File: config.mk
export PLATFORM = sky130hd
export DESIGN_NAME = pe3_inv_bf
export DESIGN_NICKNAME = d
export VERILOG_FILES = /design/src/rtl/pe3_inv_bf.sv
export SDC_FILE = /design/constraint.sdc
export NUM_CORES = 1
export LEC_CHECK = 0
export BUFFER_PORTS_ARGS = -buffer_cell sky130_fd_sc_hd__buf_2
export CAP_MARGIN = 20
export CELL_PAD_IN_SITES_DETAIL_PLACEMENT = 1
export CELL_PAD_IN_SITES_GLOBAL_PLACEMENT = 1
export CORE_MARGIN = 4
export CORE_UTILIZATION = 40
export CTS_BUF_LIST = sky130_fd_sc_hd__clkbuf_2
export DETAILED_ROUTE_END_ITERATION = 6
export PLACE_DENSITY_LB_ADDON = 0.05
export SLEW_MARGIN = 40
export SYNTH_ARGS = -nofsm -noshare
export SYNTH_HDL_FRONTEND = slang
export SYNTH_SLANG_ARGS = --single-unit
File: constraint.sdc
create_clock -name clk -period 6.56 [get_ports clk]
set_input_delay 0.656 -clock clk [delete_from_list [all_inputs] [get_ports clk]]
set_output_delay 0.656 -clock clk [all_outputs]
set_load 0.02 [all_outputs]
File: src/rtl/pe3_inv_bf.sv
// Inverse-NTT (Gentleman-Sande) butterfly, q = 3329, constant twiddle W_INV, 7-stage pipeline.
// Define PE3_INV_HALVE_EN to halve both outputs mod Q in the last stage.
module pe3_inv_bf #(
  parameter int unsigned data_width = 12,
  parameter int unsigned Q          = 3329,
  parameter int unsigned W_INV      = 754,
  parameter int unsigned MUL_STAGES = 4
) (
  input  logic                  clk,
  input  logic                  rst,
  input  logic                  en,
  input  logic                  in_valid,
  input  logic [data_width-1:0] u,
  input  logic [data_width-1:0] v,
  output logic                  out_valid,
  output logic [data_width-1:0] bf_upper,
  output logic [data_width-1:0] bf_lower,
  output logic                  busy
);

  localparam int unsigned W   = data_width;
  localparam int unsigned PW  = 2 * W;
  localparam int unsigned MW  = W + 1;
  localparam int unsigned RW  = W + 2;
  localparam int unsigned BK  = PW;
  localparam int unsigned BM  = (32'd1 << BK) / Q;
  localparam int unsigned NST = 3 + MUL_STAGES;

  localparam logic [W:0]       QX  = (W + 1)'(Q);
  localparam logic [PW-1:0]    QP  = PW'(Q);
  localparam logic [RW-1:0]    QR  = RW'(Q);
  localparam logic [PW-1:0]    WP  = PW'(W_INV);
  localparam logic [PW+MW-1:0] BMX = (PW + MW)'(BM);

  logic [NST-1:0] vld_q, vld_d;
  logic [W-1:0]   u_q, u_d, v_q, v_d;
  logic [W-1:0]   a1_q, a1_d, d1_q, d1_d;
  logic [W-1:0]   a2_q, a2_d, a3_q, a3_d, a4_q, a4_d, a5_q, a5_d;
  logic [PW-1:0]  p2_q, p2_d, p3_q, p3_d;
  logic [MW-1:0]  qh3_q, qh3_d;
  logic [RW-1:0]  r4_q, r4_d;
  logic [W-1:0]   m5_q, m5_d;
  logic [W-1:0]   up6_q, up6_d, lo6_q, lo6_d;

  logic [W:0]       sum, dif;
  logic [PW+MW-1:0] qprod;
  logic [PW-1:0]    qq;
  logic [RW-1:0]    r_s1;

`ifdef PE3_INV_HALVE_EN
  function automatic logic [W-1:0] halve(input logic [W-1:0] x);
    logic [W:0] t;
    t = x[0] ? ({1'b0, x} + QX) : {1'b0, x};
    return W'(t >> 1);
  endfunction
`endif

  always_comb begin
    vld_d = {vld_q[NST-2:0], in_valid};
    u_d   = u;
    v_d   = v;

    sum   = {1'b0, u_q} + {1'b0, v_q};
    a1_d  = (sum >= QX) ? W'(sum - QX) : W'(sum);
    dif   = (u_q >= v_q) ? ({1'b0, u_q} - {1'b0, v_q})
                         : ({1'b0, u_q} + QX - {1'b0, v_q});
    d1_d  = W'(dif);

    // Barrett reduction of d*W_INV: quotient estimate is low by at most 2, so r < 3Q
    p2_d  = PW'(d1_q) * WP;
    a2_d  = a1_q;

    qprod = (PW + MW)'(p2_q) * BMX;
    qh3_d = MW'(qprod >> BK);
    p3_d  = p2_q;
    a3_d  = a2_q;

    qq    = PW'(qh3_q) * QP;
    r4_d  = RW'(p3_q - qq);
    a4_d  = a3_q;

    r_s1  = (r4_q >= QR) ? (r4_q - QR) : r4_q;
    m5_d  = (r_s1 >= QR) ? W'(r_s1 - QR) : W'(r_s1);
    a5_d  = a4_q;

`ifdef PE3_INV_HALVE_EN
    up6_d = halve(a5_q);
    lo6_d = halve(m5_q);
`else
    up6_d = a5_q;
    lo6_d = m5_q;
`endif
  end

  always_ff @(posedge clk or negedge rst) begin
    if (!rst) begin
      vld_q <= '0;
      u_q   <= '0;
      v_q   <= '0;
      a1_q  <= '0;
      d1_q  <= '0;
      a2_q  <= '0;
      p2_q  <= '0;
      a3_q  <= '0;
      p3_q  <= '0;
      qh3_q <= '0;
      a4_q  <= '0;
      r4_q  <= '0;
      a5_q  <= '0;
      m5_q  <= '0;
      up6_q <= '0;
      lo6_q <= '0;
    end else if (en) begin
      vld_q <= vld_d;
      u_q   <= u_d;
      v_q   <= v_d;
      a1_q  <= a1_d;
      d1_q  <= d1_d;
      a2_q  <= a2_d;
      p2_q  <= p2_d;
      a3_q  <= a3_d;
      p3_q  <= p3_d;
      qh3_q <= qh3_d;
      a4_q  <= a4_d;
      r4_q  <= r4_d;
      a5_q  <= a5_d;
      m5_q  <= m5_d;
      up6_q <= up6_d;
      lo6_q <= lo6_d;
    end
  end

  assign out_valid = vld_q[NST-1];
  assign bf_upper  = up6_q;
  assign bf_lower  = lo6_q;
  assign busy      = |vld_q;

endmodule

**Word-level counts from Yosys, hierarchy flattened**

Cells that the tools add are included.

- Register bits: 200
- Input port bits: 28
- Output and inout port bits: 26
- Word-level logic and storage cells: 36

- Add/sub/neg operators: 8
- Multiply operators: 3
- $lt $le $gt $ge: 4
- Mux-type cells: 4
- Reduce and logical (&&, ||, !) cells: 1

Operator list:

| kind | number |
|---|---|
| two-way mux 12 bit | 3 |
| multiplier 21 x 13 -> 34 bit (second input constant) | 1 |
| >= comparator 14 x 12 -> 1 bit (second input constant) | 2 |
| subtractor 12 bit | 2 |
| subtractor 12 bit (second input constant) | 2 |
| multiplier 12 x 9 -> 21 bit (second input constant) | 1 |
| multiplier 13 x 12 -> 14 bit (second input constant) | 1 |
| two-way mux 14 bit | 1 |
| subtractor 14 x 12 -> 14 bit (second input constant) | 1 |
| subtractor 14 bit | 1 |
| adder 12 x 12 -> 13 bit | 1 |
| >= comparator 13 x 12 -> 1 bit (second input constant) | 1 |
| adder 12 bit (second input constant) | 1 |
| >= comparator 12 bit | 1 |
| OR reduction 7 bit | 1 |

**Depth between registers and ports, before layout**

Gate-level depths: netlist of run 1.

- Depth in word-level cells: 4
- Mapped depth: 21
- Mapped depth without buffers: 21

**Worst setup path after synthesis of run 1**

OpenSTA, ideal clock, no wires.

- Path kind: flip-flop to flip-flop
- From: register p2_q[11]
- To: register qh3_q[9]
- Library setup time: 0.125 ns
- Arrival: 5.178 ns
- Slack: 1.257 ns
- Stages on the path, launching flop included: 18
- Path buffers: 0
- Cells stage by stage: dfrtp_1 > fa_1 > fa_1 > fa_1 > fa_1 > inv_1 > fa_1 > inv_1 > ha_1 > a211o_1 > a211oi_1 > a221o_1 > a311oi_1 > nor2_1 > a21oi_1 > a211oi_1 > xnor2_1 > mux2_2

- Longest elaborated chain between the ends: 1

RTL lines:

| item | line | source |
|---|---|---|
| start, declared | 39 | `logic [PW-1:0] p2_q, p2_d, p3_q, p3_d;` |
| start signal, assigned | 120 | `p2_q <= p2_d;` |
| multiplier 21 x 13 -> 34 bit | 73 | `qprod = (PW + MW)'(p2_q) * BMX;` |
| end signal, assigned | 123 | `qh3_q <= qh3_d;` |
| end, declared | 40 | `logic [MW-1:0] qh3_q, qh3_d;` |

No other way between the ends.
A chain may end at the register's enable or synchronous reset.

**Final worst setup path of run 1**

- From: register p2_q[13]
- To: register qh3_q[9]

The elaborated chain is that of the path after synthesis.

==> results of run 1 <==
==> timing repair <==
item                                   CTS  global route
hold buffers                            26             0
setup buffers                            0             0
endpoints found under the hold margin  112             0
==> kinds of logic (layout without fill, tap and decap cells) <==
| family | Yosys count | count (layout) | share of synthesized area |
|---|---|---|---|
| multiplexers | 132 | 132 | 0.0808 |
| other | 0 | 1 | 0 |
| AND/OR/NAND/NOR | 318 | 318 | 0.0856 |
| XOR/XNOR | 85 | 85 | 0.0408 |
| flip-flops | 198 | 198 | 0.271 |
| adder cells (fa/ha/maj) | 410 | 410 | 0.349 |
| AO/OA/AOI/OAI | 283 | 283 | 0.104 |
| buffers and inverters | 330 | 400 | 0.0693 |
==> worst max path at each step <==
stage / startpoint / to / slack, ps / depth (start not counted)
2_1_floorplan: p2_q[11] / qh3_q[9] / 1260 / 17
3_3_place_gp: p2_q[13] / qh3_q[9] / 600 / 17
3_5_place_dp: p2_q[11] / qh3_q[9] / 520 / 17
4_1_cts: p2_q[11] / qh3_q[9] / 470 / 17
5_1_grt: p2_q[13] / qh3_q[9] / 190 / 17
6_report: p2_q[13] / qh3_q[9] / 460 / 17
==> synthesized netlist by cell type, drive strengths merged (5+ instances only) <==
cell type | number | area share
nand2 | 94 | 0.019
o31a | 5 | 0.0024
a2111oi | 6 | 0.0036
buf | 14 | 0.0043
o21a | 11 | 0.0045
dfrtp | 198 | 0.27
a211oi | 13 | 0.0060
nor4 | 7 | 0.0024
fa | 164 | 0.18
mux2i | 13 | 0.0071
nor2 | 71 | 0.015
ha | 246 | 0.17
clkbuf | 34 | 0.0070
xnor2 | 67 | 0.032
or2 | 5 | 0.0017
a31oi | 7 | 0.0024
nand3b | 6 | 0.0025
or3 | 15 | 0.0051
o31ai | 6 | 0.0035
o21bai | 8 | 0.0033
o21ai | 78 | 0.021
a21o | 19 | 0.0078
o211ai | 9 | 0.0037
inv | 281 | 0.058
a21oi | 66 | 0.018
and2 | 7 | 0.0024
mux2 | 119 | 0.074
nor2b | 7 | 0.0024
and3 | 15 | 0.0051
a31o | 7 | 0.0034
nand4 | 10 | 0.0034
nor3 | 36 | 0.010
nand2b | 8 | 0.0027
nand3 | 21 | 0.0058
xor2 | 18 | 0.0086
==> final cells by class <==
class | count | area share
Antenna cell | 1 | 0.000127
Sequential cell | 198 | 0.252
Timing Repair Buffer | 86 | 0.0309
Inverter | 282 | 0.0538
Multi-Input combinational cell | 1228 | 0.612
Tap cell | 600 | 0.0382
Clock buffer | 17 | 0.00433
Clock inverter | 15 | 0.00853
==> registers in the layout, summed over array words and instances (netlist names) <==
register / cells
u_q: 12
lo6_d: 12
qh3_q: 11
bf_lower: 12
a1_q: 12
a4_q: 12
r4_q: 14
a2_q: 12
a5_q: 12
bf_upper: 12
vld_q: 7
p3_q: 13
v_q: 12
a3_q: 12
p2_q: 21
d1_q: 12
==> metrics by stage <==
| stage | cell area [sq um] | hold slack [ps] | util | cells |
|---|---|---|---|---|
| after floorplan | 18300 | 360 | - | 1756 |
| after global placement | 19100 | 472 | 0.422 | 2367 |
| after detailed placement | 19100 | 476 | 0.422 | 2367 |
| after CTS | 19600 | 23.9 | 0.434 | 2425 |
| after global routing | 19700 | 76.0 | 0.434 | 2427 |
| final | 19700 | 189 | 0.434 | 2427 |
==> worst register-to-register path: cells and delay by family, from the launching register on <==
family          cells  cell delay, ps
mux                 1             270
flops               1             630
xor+xnor            1             160
compound gates      6            1730
buf+inv             2              90
fa+ha+maj           6            3010
simple gates        1             130
==> metal layers <==
| layer | share of wire | vias up | wire length, um | GRT usage |
|---|---|---|---|---|
| met5 | 0 | - | 0 | 0 |
| met4 | 0.016 | 0 | 673 | 0.0456 |
| met3 | 0.018 | 36 | 781 | 0.0254 |
| met2 | 0.49 | 85 | 21100 | 0.317 |
| met1 | 0.48 | 6342 | 20500 | 0.251 |
| li1 | - | 6042 | - | - |
==> impl_summary.log, run 1 <==
[metrics] dominant synthesized flop cell: sky130_fd_sc_hd__dfrtp_1
[metrics] core outline area: 45300 sq um
[metrics] depth of the CTS H-tree: 4
[metrics] drt first pass iters: 4
[metrics] maximum number of pins on one net before global-route repair: 110
[metrics] detailed-route via count: 12505
[metrics] initial antenna violation count: 1
[metrics] minimum setup slack in the final design: 461 ps
[metrics] class of the tightest hold or removal check: in -> async
[metrics] time the final worst path needs with I/O delays and setup: 6100 ps
[metrics] Synthesized Nets: 2194
[metrics] type of the setup path with the least slack: reg -> reg
[metrics] cell-by-cell trace of the critical path: fa_1 > fa_1 > fa_1 > fa_1 > inv_1 > fa_1 > inv_1 > ha_1 > o21a_1 > a211oi_1 > a221o_1 > a311oi_1 > nor2_1 > a21oi_1 > a211oi_1 > xnor2_1 > mux2_2
[metrics] count of pins over their slew limit: 0
[metrics] area taken by multi-input logic gates: 12000 sq um
[metrics] Worst-Margin Slew: 779 ps
[metrics] Skew-Pair Late Insertion Delay: 980 ps
[metrics] commonest non-fill, non-tap cell in the layout: sky130_fd_sc_hd__inv_1
[metrics] post-synthesis sequential element count: 198
[metrics] unrepaired setup endpoints after global routing: false
[metrics] Root Buffer Master: sky130_fd_sc_hd__clkbuf_2
[metrics] final number of hold-violating endpoints: 0
[metrics] worst stage delay on the critical path: 660 ps
[metrics] cts repair resizes: 0
[metrics] kind of end point of the critical path: register
[metrics] Inserted Clock Buffers: 17
[metrics] Avg WL per Cell: 17.8 um
[metrics] CTS tree: done
[metrics] total gr overflow: 0
[metrics] Slowest cell on crit path: sky130_fd_sc_hd__fa_1
[metrics] wire length of the first global-routing pass: 74.0 mm
[metrics] total of fill cells in the finished design: 5124
[metrics] number of port buffers: 53
[metrics] GR Util All Layers: 0.185
[metrics] warning count from the yosys run: 0
[metrics] Die Span Y: 222 um
[metrics] most frequent cell on the critical path: sky130_fd_sc_hd__fa_1
[metrics] Placement Rows: 78
[metrics] area delta synth->final: 7.71%
[metrics] number of vias per cell after detailed routing: 5.15
[metrics] async set-or-reset flop fraction in the synthesized netlist: 1.00
[metrics] Sequential Area: 4950 sq um
[metrics] number of sinks handled by clock tree synthesis: slightly below 200
[metrics] number of instances in the synthesized netlist: 1756
[metrics] Max Clock Skew: 63.6 ps
[metrics] width of the chip: 222 um
[metrics] worst setup slack after placement: approximately 520 ps
[metrics] Buf+Inv Stages, Crit Path: 2
[metrics] most frequent cells in the layout: sky130_fd_sc_hd__inv_1, sky130_fd_sc_hd__ha_1, sky130_fd_sc_hd__dfrtp_1
[metrics] status: finished, final reports clean
[metrics] fraction of final layout cells sized beyond drive strength 1: 0.125
[metrics] required arrival time at the worst endpoint: about 7500 ps
[metrics] number of max-cap violations: 0
[metrics] fin crit share: 0.930
[metrics] wire length after detailed routing: 43.1 mm
[metrics] number of global-route vias before repair: about 14000
[metrics] tightest slew margin relative to the limit: 0.481
[metrics] number of synthesized flops with an enable pin: 0
[metrics] worst-path maximum fanout: 8
[metrics] count of nets after finishing: 2251
[metrics] Max Freq: ~160 MHz
[metrics] half-perimeter wire length after placement: 34.6 mm
[metrics] synthesized area per cell: between 10 and 15 sq um
[metrics] maximum root-to-sink buffer count: 2
[metrics] arrival time of data at the critical path endpoint: 6990 ps
[metrics] r2r startpoint: p2_q[13]
[metrics] register-to-register setup slack: 460 ps
[metrics] number of placed I/O pins: 54
[metrics] number of DRC violations after detailed-routing iteration 0: 469
[metrics] dominant delay contributor by cell family on the critical path: adder cells
[metrics] count of different cell masters after synthesis: a little under 80
[metrics] worst reg2reg path endpoint: qh3_q[9]
[metrics] Final GP Congestion: 0.841
[metrics] Finish-stage setup viols: 0
[metrics] fraction of the yosys area taken by sequential cells: 0.271
[metrics] Worst R2R Path Depth: 17
[metrics] setup total negative slack: 0 ps
[metrics] Reg clk slew, reported paths: between 300 and 400 ps
[metrics] starting utilization of the core area: 0.403
[metrics] cell area after synthesis: 18300 sq um
[metrics] post-detailed-route DRC marker count: 0
[metrics] number of nets with antenna violations after detailed routing: 0
[metrics] launching element type of the critical path: register
[metrics] die outline area: 49100 sq um
Power of run 1 is not shown: default switching activity piles up to over one toggle a cycle in this logic, so the estimate is an artifact.
==> run 2, diff against run 1 <==
==> constraint.sdc (replaced) <==
create_clock -name clk -period 6.56 [get_ports clk]
set_input_delay 0.984 -clock clk [delete_from_list [all_inputs] [get_ports clk]]
set_output_delay 0.984 -clock clk [all_outputs]
set_load 0.02 [all_outputs]
==> run 2 against run 1 <==
  * Design area is 1.3% lower
  * Setup slack improved by 6.0 ps
  * Via count down 0.64%
  * Critical path depth stayed put
  * First-iteration DRC count down 0.85%
  * Clock skew is 4.7 ps lower
  * Wire length is 0.48% lower
  * Core utilization decreased by 0.55 points
  * Die area unchanged
  * Maximum frequency hardly changed
  * Global-route usage down 0.10 points
==> impl_summary.log, run 2 (synthesis results as in run 1) <==
[metrics] status: finished, final reports clean (unchanged)
[metrics] Inserted Clock Buffers: 17 (unchanged)
[metrics] initial antenna violation count: 1 (unchanged)
[metrics] Avg WL per Cell: 17.9 um (was 17.8 um)
[metrics] largest reg by FF count: p2_q (unchanged)
[metrics] cell-by-cell trace of the critical path: fa_1 > fa_1 > fa_1 > fa_1 > inv_1 > fa_1 > inv_1 > ha_1 > a211o_1 > a211oi_1 > a221o_1 > a311oi_1 > nor2_1 > a21oi_1 > a211oi_1 > xnor2_1 > mux2_2 (was fa_1 > fa_1 > fa_1 > fa_1 > inv_1 > fa_1 > inv_1 > ha_1 > o21a_1 > a211oi_1 > a221o_1 > a311oi_1 > nor2_1 > a21oi_1 > a211oi_1 > xnor2_1 > mux2_2)
[metrics] maximum root-to-sink buffer count: 2 (unchanged)
[metrics] core utilization of the finished layout: 0.429 (was 0.434)
[metrics] class of the tightest hold or removal check: in -> reg (was in -> async)
[metrics] Max Clock Skew: 58.9 ps (was 63.6 ps)
[metrics] GR Util All Layers: 0.184 (was 0.185)
[metrics] Placement Rows: 78 (unchanged)
[metrics] maximum number of pins on one net before global-route repair: 110 (unchanged)
[metrics] count of pins over their slew limit: 0 (unchanged)
[metrics] number of vias per cell after detailed routing: 5.17 (was 5.15)
[metrics] most frequent cell on the critical path: sky130_fd_sc_hd__fa_1 (unchanged)
[metrics] final number of hold-violating endpoints: 0 (unchanged)
[metrics] depth of the CTS H-tree: 4 (unchanged)
[metrics] Skew-Pair Late Insertion Delay: 980 ps (about the same)
[metrics] number of DRC violations after detailed-routing iteration 0: 465 (was 469)
[metrics] minimum hold slack: 218 ps (was 189 ps)
[metrics] number of sinks handled by clock tree synthesis: 198 (unchanged)
[metrics] setup total negative slack: 0 ps (unchanged)
[metrics] Final GP Congestion: 0.841 (unchanged)
[metrics] number of port buffers: 53 (unchanged)
[metrics] Slowest cell on crit path: sky130_fd_sc_hd__dfrtp_1 (was sky130_fd_sc_hd__fa_1)
[metrics] number of placed I/O pins: 54 (unchanged)
[metrics] Reg clk slew, reported paths: 320 ps (was 340 ps)
[metrics] commonest non-fill, non-tap cell in the layout: sky130_fd_sc_hd__inv_1 (unchanged)
[metrics] number of nets with antenna violations after detailed routing: 0 (unchanged)
[metrics] post-detailed-route DRC marker count: 0 (unchanged)
[metrics] time the final worst path needs with I/O delays and setup: 6090 ps (was 6100 ps)
[metrics] number of buffers added to fix hold violations after cts: 1 (was 26)
[metrics] die outline area: 49100 sq um (unchanged)
[metrics] total of fill cells in the finished design: 5143 (was 5124)
[metrics] unrepaired setup endpoints after global routing: false (unchanged)
[metrics] number of max-cap violations: 0 (unchanged)
[metrics] Finish-stage setup viols: 0 (unchanged)
[metrics] Max Freq: 164 MHz (about the same)
[metrics] area taken by multi-input logic gates: 12000 sq um (unchanged)
[metrics] hold path cells: 3
[metrics] launching element type of the critical path: register (unchanged)
[metrics] arrival time of data at the critical path endpoint: 6980 ps (was 6990 ps)
[metrics] type of the setup path with the least slack: reg -> reg (unchanged)
[metrics] area after detailed placement: 19100 sq um (unchanged)
[metrics] post-layout instance area: 19400 sq um (was 19700 sq um)
[metrics] CTS tree: done (unchanged)
[metrics] max FFs per register: 21 (unchanged)
[metrics] total gr overflow: 0 (unchanged)
[metrics] cts repair resizes: 0 (unchanged)
[metrics] wire length after detailed routing: 42.9 mm (was 43.1 mm)
[metrics] fraction of final layout cells sized beyond drive strength 1: 0.127 (was 0.125)
[metrics] most frequent cells in the layout: sky130_fd_sc_hd__inv_1, sky130_fd_sc_hd__ha_1, sky130_fd_sc_hd__dfrtp_1 (unchanged)
[metrics] tightest slew margin relative to the limit: 0.476 (was 0.481)
[metrics] count of nets after finishing: 2226 (was 2251)
[metrics] area delta synth->final: 6.33% (was 7.71%)
[metrics] Worst-Margin Slew: 785 ps (was 779 ps)
[metrics] registers with the highest flip-flop counts: p2_q x21, r4_q x14, p3_q x13 (unchanged)
[metrics] detailed-route via count: 12425 (was 12505)
[metrics] number of setup buffers added after CTS: 0 (unchanged)
[metrics] kind of end point of the critical path: register (unchanged)
[metrics] fin crit share: 0.929 (was 0.930)
[metrics] width of the chip: 222 um (unchanged)
[metrics] required arrival time at the worst endpoint: 7450 ps (about the same)
[metrics] Root Buffer Master: sky130_fd_sc_hd__clkbuf_2 (unchanged)
[metrics] Worst R2R Path Depth: 17 (unchanged)
[metrics] core outline area: 45300 sq um (unchanged)
[metrics] drt first pass iters: 4 (unchanged)
[metrics] wire length of the first global-routing pass: 73.6 mm (was 74.0 mm)
[metrics] starting utilization of the core area: 0.403 (unchanged)
[metrics] half-perimeter wire length after placement: 34.6 mm (unchanged)
[metrics] Die Span Y: 222 um (unchanged)
[metrics] worst-path maximum fanout: 8 (unchanged)
[metrics] Sequential Area: 4950 sq um (unchanged)
[metrics] number of global-route vias before repair: 13824 (was 13955)
[metrics] worst stage delay on the critical path: 720 ps (was 660 ps)
## run 2: per-stage QoR
stage | std cells | worst slack [ps]
after CTS | 2400 | 474
after global placement | 2367 | 605
after global routing | 2402 | 188
after detailed placement | 2367 | 524
final | 2402 | 467
after floorplan | 1756 | 1260
## run 2: routing by layer
metal  up-vias  GRT usage  routed length, um  share of wire
met5         -          0                  0              0
met4         0     0.0456                665          0.016
met3        34     0.0259                880          0.021
met2        98      0.314              20900           0.49
met1      6301      0.250              20400           0.48
li1       5992          -                  -              -
## run 2: cell type report
cell class / count / area share
clock inverter: 15 / 0.00864
timing repair buffer: 61 / 0.0184
inverter: 282 / 0.0545
tap: 600 / 0.0387
sequential: 198 / 0.255
multi-input combinational: 1228 / 0.620
clock buffer: 17 / 0.00438
antenna: 1 / 0.000129
## run 2: worst max-delay path, delay by kind of cell, from the launching register on
kind | cells | cell delay, ps
xor+xnor | 1 | 160
compound gates | 6 | 1750
fa+ha+maj | 6 | 2900
buf+inv | 2 | 90
flops | 1 | 720
simple gates | 1 | 130
mux | 1 | 270
## run 2: final timing paths
check / from / end / slack [ps]
max: p2_q[12] / qh3_q[9] / 470
min: v[5] / v_q[5] / 220
max reg2reg: p2_q[12] / qh3_q[9] / 470
min reg2reg: a1_q[1] / a2_q[1] / 510
max in group asynchronous: rst / a1_q[1] / 4970
min in group asynchronous: rst / bf_lower[5] / 520
Power of run 2 is left out for the same reason.
==> run 3, diff against run 2 <==
Settings changed: PLACE_DENSITY set to 0.74, PLACE_DENSITY_LB_ADDON 0.05 to unset, TNS_END_PERCENT set to 20.
==> run 3 against run 2 <==
  * Wire length decreased by 0.73%
  * Register-to-register slack improved by 98 ps
  * Setup slack improved by 98 ps
  * Final cell count about the same
  * Die area unchanged
  * Worst hold slack improved by 12 ps
  * Design area decreased by 0.16%
  * First-iteration DRC count increased by 7.5%
  * Highest routed layer unchanged
==> impl_summary.log, run 3 (synthesis results as in run 1) <==
[metrics] number of setup buffers added after CTS: 0 (unchanged)
[metrics] Max Clock Skew: 62.9 ps (was 58.9 ps)
[metrics] count of pins over their slew limit: 0 (unchanged)
[metrics] number of nets with antenna violations after detailed routing: 0 (unchanged)
[metrics] initial antenna violation count: 2 (was 1)
[metrics] Inserted Clock Buffers: 17 (unchanged)
[metrics] CTS tree: done (unchanged)
[metrics] starting utilization of the core area: 0.403 (unchanged)
[metrics] status: finished, final reports clean (unchanged)
[metrics] Die Span Y: 222 um (unchanged)
[metrics] registers with the highest flip-flop counts: p2_q x21, r4_q x14, p3_q x13 (unchanged)
[metrics] Max Freq: 167 MHz (was 164 MHz)
[metrics] cts repair resizes: 0 (unchanged)
[metrics] wire length after detailed routing: 42.6 mm (was 42.9 mm)
[metrics] fin crit share: 0.914 (was 0.929)
[metrics] unrepaired setup endpoints after global routing: false (unchanged)
[metrics] number of port buffers: 53 (unchanged)
[metrics] worst-path maximum fanout: 8 (unchanged)
[metrics] number of sinks handled by clock tree synthesis: 198 (unchanged)
[metrics] post-detailed-route DRC marker count: 0 (unchanged)
[metrics] fraction of final layout cells sized beyond drive strength 1: 0.126 (was 0.127)
[metrics] setup total negative slack: 0 ps (unchanged)
[metrics] Placement Rows: 78 (unchanged)
[metrics] minimum setup slack in the final design: 565 ps (was 467 ps)
[metrics] area delta synth->final: 6.16% (was 6.33%)
[metrics] total gr overflow: 0 (unchanged)
[metrics] arrival time of data at the critical path endpoint: 6850 ps (was 6980 ps)
[metrics] number of DRC violations after detailed-routing iteration 0: 500 (was 465)
[metrics] Finish-stage setup viols: 0 (unchanged)
[metrics] class of the tightest hold or removal check: in -> reg (unchanged)
[metrics] time the final worst path needs with I/O delays and setup: 6000 ps (was 6090 ps)
[metrics] Avg WL per Cell: 17.7 um (was 17.9 um)
[metrics] core utilization of the finished layout: 0.428 (was 0.429)
[metrics] max FFs per register: 21 (unchanged)
[metrics] maximum root-to-sink buffer count: 2 (unchanged)
[metrics] worst setup slack after placement: 523 ps (was 524 ps)
[metrics] largest reg by FF count: p2_q (unchanged)
[metrics] kind of end point of the critical path: register (unchanged)
[metrics] count of nets after finishing: 2224 (was 2226)
[metrics] die outline area: 49100 sq um (unchanged)
[metrics] Worst-Margin Slew: 816 ps (was 785 ps)
[metrics] number of placed I/O pins: 54 (unchanged)
[metrics] half-perimeter wire length after placement: 34.4 mm (was 34.6 mm)
[metrics] depth of the CTS H-tree: 4 (unchanged)
[metrics] required arrival time at the worst endpoint: 7420 ps (was 7450 ps)
[metrics] final instance count without filler cells: 2400 (was 2402)
[metrics] GR Util All Layers: 0.181 (was 0.184)
[metrics] width of the chip: 222 um (unchanged)
[metrics] number of global-route vias before repair: 14044 (was 13824)
[metrics] launching element type of the critical path: register (unchanged)
[metrics] Root Buffer Master: sky130_fd_sc_hd__clkbuf_2 (unchanged)
[metrics] maximum number of pins on one net before global-route repair: 153 (was 110)
[metrics] Skew-Pair Late Insertion Delay: 930 ps (was 980 ps)
[metrics] number of buffers added to fix hold violations after cts: 1 (unchanged)
[metrics] drt first pass iters: 4 (unchanged)
[metrics] cell total after placement: 2366 (was 2367)
[metrics] core outline area: 45300 sq um (unchanged)
[metrics] type of the setup path with the least slack: reg -> reg (unchanged)
[metrics] commonest non-fill, non-tap cell in the layout: sky130_fd_sc_hd__inv_1 (unchanged)
[metrics] wire length of the first global-routing pass: 73.4 mm (was 73.6 mm)
[metrics] tightest slew margin relative to the limit: 0.456 (was 0.476)
[metrics] Reg clk slew, reported paths: 340 ps (was 320 ps)
[metrics] most frequent cells in the layout: sky130_fd_sc_hd__inv_1, sky130_fd_sc_hd__ha_1, sky130_fd_sc_hd__dfrtp_1 (unchanged)
[metrics] final number of hold-violating endpoints: 0 (unchanged)
[metrics] number of max-cap violations: 0 (unchanged)
[metrics] number of vias per cell after detailed routing: 5.25 (was 5.17)
[metrics] detailed-route via count: 12602 (was 12425)
[metrics] Final GP Congestion: 0.881 (was 0.841)
## run 3: final timing paths
kind                            startpoint        to  slack, ps  cells past startpoint
min in group asynchronous              rst  a5_q[11]        560                      2
worst max-delay path              p2_q[12]  qh3_q[9]        560                     17
max in group asynchronous              rst   p2_q[6]       4890                      3
worst min-delay path                  u[3]    u_q[3]        230                      3
worst min register to register     a1_q[9]   a1_q[9]        530                      2
worst max register to register    p2_q[12]  qh3_q[9]        560                     17
## run 3: per-layer routing
metal  global-route usage  vias up  wire (um)
met4               0.0492        0        859
met3               0.0225       36        939
met2                0.319      130      21600
met5                    0        -          0
met1                0.237     6453      19200
li1                     -     5983          -
## run 3: critical path, stage by stage, from the launching register on
cell,delay (ps)
sky130_fd_sc_hd__dfrtp_1,610
sky130_fd_sc_hd__fa_1,660
sky130_fd_sc_hd__fa_1,470
sky130_fd_sc_hd__fa_1,500
sky130_fd_sc_hd__fa_1,500
sky130_fd_sc_hd__inv_1,60
sky130_fd_sc_hd__fa_1,540
sky130_fd_sc_hd__inv_1,40
sky130_fd_sc_hd__ha_1,310
sky130_fd_sc_hd__o21a_1,160
sky130_fd_sc_hd__a21oi_1,70
sky130_fd_sc_hd__a221o_1,360
sky130_fd_sc_hd__a311oi_1,600
sky130_fd_sc_hd__nor2_1,120
sky130_fd_sc_hd__a21oi_1,350
sky130_fd_sc_hd__a211oi_1,200
sky130_fd_sc_hd__xnor2_1,160
sky130_fd_sc_hd__mux2_2,270
## run 3: metrics by stage
stage | hold slack, ps | instance area (sq um)
after floorplan | 446 | 18300
after global placement | 465 | 19100
after detailed placement | 474 | 19100
after CTS | 128 | 19400
after global routing | 140 | 19400
final | 230 | 19400
## run 3: cell type report
type / instances / area, sq um
fill: 5148 / 25900
inverter: 282 / 1060
timing repair buffer: 59 / 350
sequential: 198 / 4950
multi-input combinational: 1228 / 12000
clock inverter: 15 / 143
tap: 600 / 751
antenna: 1 / 2.50
clock buffer: 17 / 85.1
Power of run 3 is left out for the same reason.
